`src/rtl/iniciador_calculo.sv`:
```
// Initiator for the calculation core's inicio/pronto handshake: takes one operand set
// from the host, starts the core, waits for pronto (or a timeout) and returns the result.
module iniciador_calculo #(
  parameter int LARG           = 16,
  parameter int LARG_K         = 8,
  parameter int TIMEOUT_CICLOS = 255
) (
  input  logic              clk,
  input  logic              rst,
  input  logic              cmd_valido,
  output logic              cmd_pronto,
  input  logic [LARG-1:0]   cmd_A,
  input  logic [LARG-1:0]   cmd_B,
  input  logic [LARG-1:0]   cmd_C,
  input  logic [LARG_K-1:0] cmd_K,
  output logic [LARG-1:0]   A,
  output logic [LARG-1:0]   B,
  output logic [LARG-1:0]   C,
  output logic [LARG_K-1:0] K,
  output logic              inicio,
  input  logic              pronto,
  input  logic [LARG-1:0]   resultado,
  output logic              res_valido,
  input  logic              res_aceito,
  output logic [LARG-1:0]   res_dado,
  output logic              res_erro,
  output logic              ocupado,
  output logic [7:0]        contador_ops
);

  typedef enum logic [1:0] {OCIOSO, EMITE, LIBERA, ENTREGA} estado_t;

  localparam logic [7:0] LIMITE = 8'(TIMEOUT_CICLOS);

  estado_t    estado, prox;
  logic [7:0] watchdog;
  logic [7:0] wd_prox;
  logic       estouro;

  assign wd_prox = watchdog + 8'd1;
  assign estouro = (wd_prox == LIMITE);

  always_ff @(posedge clk or posedge rst) begin
    if (rst) estado <= OCIOSO;
    else     estado <= prox;
  end

  // pronto has priority over the watchdog; LIBERA waits for pronto to fall so a
  // level-held pronto cannot start a second completion.
  always_comb begin
    prox = estado;
    case (estado)
      OCIOSO:  if (cmd_valido)         prox = EMITE;
      EMITE:   if (pronto || estouro)  prox = LIBERA;
      LIBERA:  if (!pronto)            prox = ENTREGA;
      ENTREGA: if (res_aceito)         prox = OCIOSO;
      default:                         prox = OCIOSO;
    endcase
  end

  always_comb begin
    cmd_pronto = (estado == OCIOSO);
    ocupado    = (estado != OCIOSO);
  end

  always_ff @(posedge clk or posedge rst) begin
    if (rst) begin
      A            <= '0;
      B            <= '0;
      C            <= '0;
      K            <= '0;
      inicio       <= 1'b0;
      watchdog     <= '0;
      res_valido   <= 1'b0;
      res_dado     <= '0;
      res_erro     <= 1'b0;
      contador_ops <= '0;
    end else begin
      case (estado)
        OCIOSO: begin
          if (cmd_valido) begin
            A        <= cmd_A;
            B        <= cmd_B;
            C        <= cmd_C;
            K        <= cmd_K;
            inicio   <= 1'b1;
            watchdog <= '0;
          end
        end
        EMITE: begin
          watchdog <= wd_prox;
          if (pronto) begin
            res_dado <= resultado;
            res_erro <= 1'b0;
            inicio   <= 1'b0;
          end else if (estouro) begin
            res_dado <= '0;
            res_erro <= 1'b1;
            inicio   <= 1'b0;
          end
        end
        LIBERA: begin
          if (!pronto) res_valido <= 1'b1;
        end
        ENTREGA: begin
          if (res_aceito) begin
            res_valido   <= 1'b0;
            contador_ops <= contador_ops + 8'd1;
          end
        end
        default: ;
      endcase
    end
  end

endmodule

```
`config.mk`:
```
export PLATFORM = sky130hd
export DESIGN_NAME = iniciador_calculo
export DESIGN_NICKNAME = d
export VERILOG_FILES = /design/src/rtl/iniciador_calculo.sv
export SDC_FILE = /design/constraint.sdc
export NUM_CORES = 1
export LEC_CHECK = 0
export ABC_AREA = 0
export CAP_MARGIN = 20
export CORE_ASPECT_RATIO = 0.8
export CORE_MARGIN = 2
export CORE_UTILIZATION = 30
export DETAILED_ROUTE_END_ITERATION = 12
export PLACE_DENSITY = 0.69
export SYNTH_ARGS = -nofsm -noshare
export SYNTH_HDL_FRONTEND = slang
export SYNTH_SLANG_ARGS = --single-unit
```
`constraint.sdc`:
```
create_clock -name clk -period 2.7 [get_ports clk]
set_input_delay 0.405 -clock clk [delete_from_list [all_inputs] [get_ports clk]]
set_output_delay 0.405 -clock clk [all_outputs]
set_load 0.03 [all_outputs]
```
==> Flow_metrics.wiki <==
{| class="wikitable"
! Metric !! Value
|-
| Gate count after technology mapping || 270
|-
| TritonCTS clock tree || done
|-
| Max-capacitance violation count || 0
|-
| Sort of element at the end of the critical path || primary output
|-
| Fin Setup TNS || 0 ns
|-
| Cts repair resizes || 0
|-
| Maximum single-stage delay on the critical path || 0.69 ns
|-
| Cell family with most CP delay || buffers and inverters
|-
| Setup ws final || 0.347 ns
|-
| Cell repeated most along the worst path || inv_1
|-
| EDFF count, synth || 0
|-
| Portion of total power attributed to combinational logic || 51.0%
|-
| Relative contribution of the clock network to total power || 17.3%
|-
| Maximum vdd ir drop || 0.586 mV
|-
| Highest achievable clock rate || 0.425 GHz
|-
| RSZ-0062 raised after global routing || no
|-
| Root buf cell || clkbuf_16
|-
| Ratio of cells with drive above 1 in the final layout || 21.2%
|-
| Share of async-settable or async-resettable flops after synthesis || 100%
|-
| Number of antenna violations at the first check in global routing || 0
|-
| Instance count on the critical path || 4
|-
| Min Tclk post-route || 2.35 ns
|-
| Cell with the most instances after synthesis || dfrtp_1
|-
| Start-to-end type of the worst setup path || reg -> out
|-
| Syn Nets || 354
|-
| Number of hold violations in the final report || 0
|-
| Cells along the critical path || inv_1, ha_1, inv_1, clkdlybuf4s50_1
|-
| Critical path buffer and inverter count || 3
|-
| Post-placement setup slack || 0.434 ns
|-
| Area overhead of the layout relative to synthesis || 57.7%
|-
| Detailed router's first-iteration violation count || 93
|-
| Arrival @ worst endpoint || 1.95 ns
|-
| IO Pins || 162
|-
| Psw || 2.99 mW
|-
| Clk_lat worst skew || 0.33 ns
|-
| Max-slew violation count || 0
|-
| N_diodes || 0
|-
| DPL Wire Length || 6590 µm
|-
| Num CTS Buffers || 9
|-
| Clock Path Buffers || 2
|-
| Antenna violation net count after detailed routing || 0
|-
| CP startpoint || estado[0]
|-
| Nets || 523
|-
| Slew margin rel. || 55.8%
|-
| Top cell types by occurrence after synthesis || dfrtp_1 (93), mux2_2 (58), nand2_1 (16), a22o_1 (10), o21ai_0 (9)
|-
| Average vias per placed instance || 4.49
|-
| Wire length of the first global-routing pass || 14,500 µm
|-
| Number of distinct standard cells referenced by the synthesized netlist || 33
|-
| Cell type with the largest total area after synthesis || dfrtp_1
|-
| Internal Power || 4.66 mW
|-
| Number of fill cells || 1,113
|-
| Worst-Margin Slew || 0.662 ns
|-
| Total Power || 7.64 mW
|-
| Worst R2R Start || watchdog[0]
|-
| Fin Clk Skew || 0.00765 ns
|-
| Setup Viol. Count Final || 0
|-
| Startpoint types || flip-flop
|-
| Tot GR Track Use || 13.6%
|-
| Area of combinational cells with multiple inputs || 1380 µm²
|-
| Routability congestion estimate from global placement || 0.763
|-
| Yosys warning total || 0
|-
| Average wire length per cell after detail routing || 14.7 µm
|-
| Share of synthesized area occupied by flip-flops and latches || 61.6%
|-
| Sink Count || 93
|-
| Post-synthesis register bit count || 93
|-
| Total via count in the routed design || 2,759
|-
| Post-synth design cell area || 3780 µm²
|-
| DIE AREA || 13,500 µm²
|-
| Ys flop type || dfrtp_1
|-
| Number of hold-repair buffers added at the cts stage || 0
|-
| Total leakage power || 2.54 nW
|-
| Share of the synthesized area in the top cell type || 61.6%
|-
| Count of TritonRoute iterations in the first routing pass || 4
|-
| Maximum number of pins on one net before global-route repair || 57
|-
| Storage element area || 2330 µm²
|-
| Effective utilization at floorplan || 30.9%
|-
| Result of the run || finished, final reports clean
|-
| Hold Path Class || reg -> reg
|-
| Final wirelength || 9050 µm
|-
| Power per unit of standard cell area || 1280 nW/µm²
|-
| Slowest library cell on the worst path || clkdlybuf4s50_1
|-
| Count of port buffers added during placement || 161
|-
| Critical path endpoint || ocupado
|-
| Sequential fraction of design power || 31.7%
|-
| Register-to-Register Setup Slack || 0.42 ns
|-
| Maximum fanout encountered on the critical timing path || 7
|-
| Setup bufs post-CTS || 0
|-
| Mean instance size in the synthesized netlist || 14.0 µm²
|-
| Number of global-route vias before repair || 2,913
|-
| Die boundary height || 104 µm
|-
| Data required time of the worst path || 2.30 ns
|-
| Area of the core || 12,300 µm²
|-
| Cells taking the most area after synthesis || dfrtp_1 (62%), mux2_2 (17%), a22o_1 (2.3%), ha_1 (2.3%), a22o_2 (1.9%)
|-
| Total gr overflow || 0
|-
| Die boundary width || 129 µm
|-
| Worst reg-to-reg path cell count || 6
|-
| Hold_ws || 0.476 ns
|-
| CTS H-tree lvls || 3
|-
| Net Sw Frac || 39.1%
|-
| Remaining routing DRC violations || 0
|-
| End of the worst register-to-register path || estado[1]
|-
| Clock slew seen by the registers of the worst setup and hold paths || 0.07 ns
|-
| Row count || 36
|-
| Ratio of final minimum period to clock period || 87.2%
|}
-- power by group through the flow --
stage | clock [mW] | combinational [mW] | sequential [mW]
after CTS | 1.37 | 3.94 | 2.43
after detailed placement | 0 | 3.93 | 2.44
after global placement | 0 | 3.87 | 2.41
after global routing | 1.43 | 4.12 | 2.51
final | 1.32 | 3.90 | 2.42
after floorplan | 0 | 1.13 | 3.58
-- state kept, by name, indices dropped and copies added (netlist names) --
| signal | cells |
|---|---|
| watchdog | 8 |
| A | 16 |
| res_dado | 16 |
| K | 8 |
| estado | 2 |
| B | 16 |
| inicio | 1 |
| C | 16 |
| res_erro | 1 |
| contador_ops | 8 |
| res_valido | 1 |
-- worst min path at each step --
stage / from / to / slack (ns) / cells after the start
final: contador_ops[7] / contador_ops[7] / 0.48 / 1
after global routing: res_dado[6] / res_dado[6] / 0.52 / 1
after CTS: contador_ops[7] / contador_ops[7] / 0.49 / 1
after detailed placement: contador_ops[7] / contador_ops[7] / 0.47 / 1
after global placement: contador_ops[7] / contador_ops[7] / 0.46 / 1
after floorplan: watchdog[6] / watchdog[6] / 0.49 / 1
-- layout by cell type, fill, tap and decap left out, types with 2 or more instances in the layout --
master / n
clkdlybuf4s50_1: 161
dfrtp_1: 93
mux2_2: 58
nand2_1: 15
a22o_1: 10
o21ai_0: 9
clkbuf_16: 9
nor2_1: 8
inv_1: 7
nand3_1: 7
a22o_2: 7
ha_1: 7
a21oi_1: 6
mux2i_1: 4
xnor2_1: 4
xor2_1: 4
nand2b_1: 3
nor3_1: 3
clkinvlp_4: 3
buf_4: 3
buf_12: 3
and3_1: 2
bufinv_16: 2
-- cell families (layout without fill, tap and decap cells) --
| family | after synthesis | in the layout | synth area share (%) |
|---|---|---|---|
| DFF | 93 | 93 | 61.6 |
| muxes | 62 | 62 | 18.3 |
| and+or+nand+nor | 44 | 44 | 5.59 |
| AOI/OAI and AO/OA | 39 | 39 | 8.31 |
| buffers and inverters | 17 | 190 | 2.02 |
| xor gates and xnor gates | 8 | 8 | 1.85 |
| adders and majority gates | 7 | 7 | 2.32 |
-- layout make-up --
cell class                 instances  area share (%)
clock inverter                     6            1.49
timing repair buffer             167            28.4
sequential                        93            39.0
clock buffer                       9            3.78
multi-input combinational        160            23.1
inverter                           8           0.567
tap                              171            3.59
-- routing by layer --
layer  GRT usage, %  up-vias  wire, µm
li1               -     1286         -
met1           17.8     1378      4110
met2           21.2       88      4190
met3           4.84        7       640
met4           4.15        0       103
met5              0        -         0
-- stage by stage --
stage,instances,cell area [µm²],util (%)
final,614,5960,48.7
after floorplan,270,3780,-
after CTS,614,5960,48.7
after global routing,614,5960,48.7
after global placement,599,5650,46.1
after detailed placement,599,5650,46.1
No activity file was read; power rests on OpenSTA's default activity.
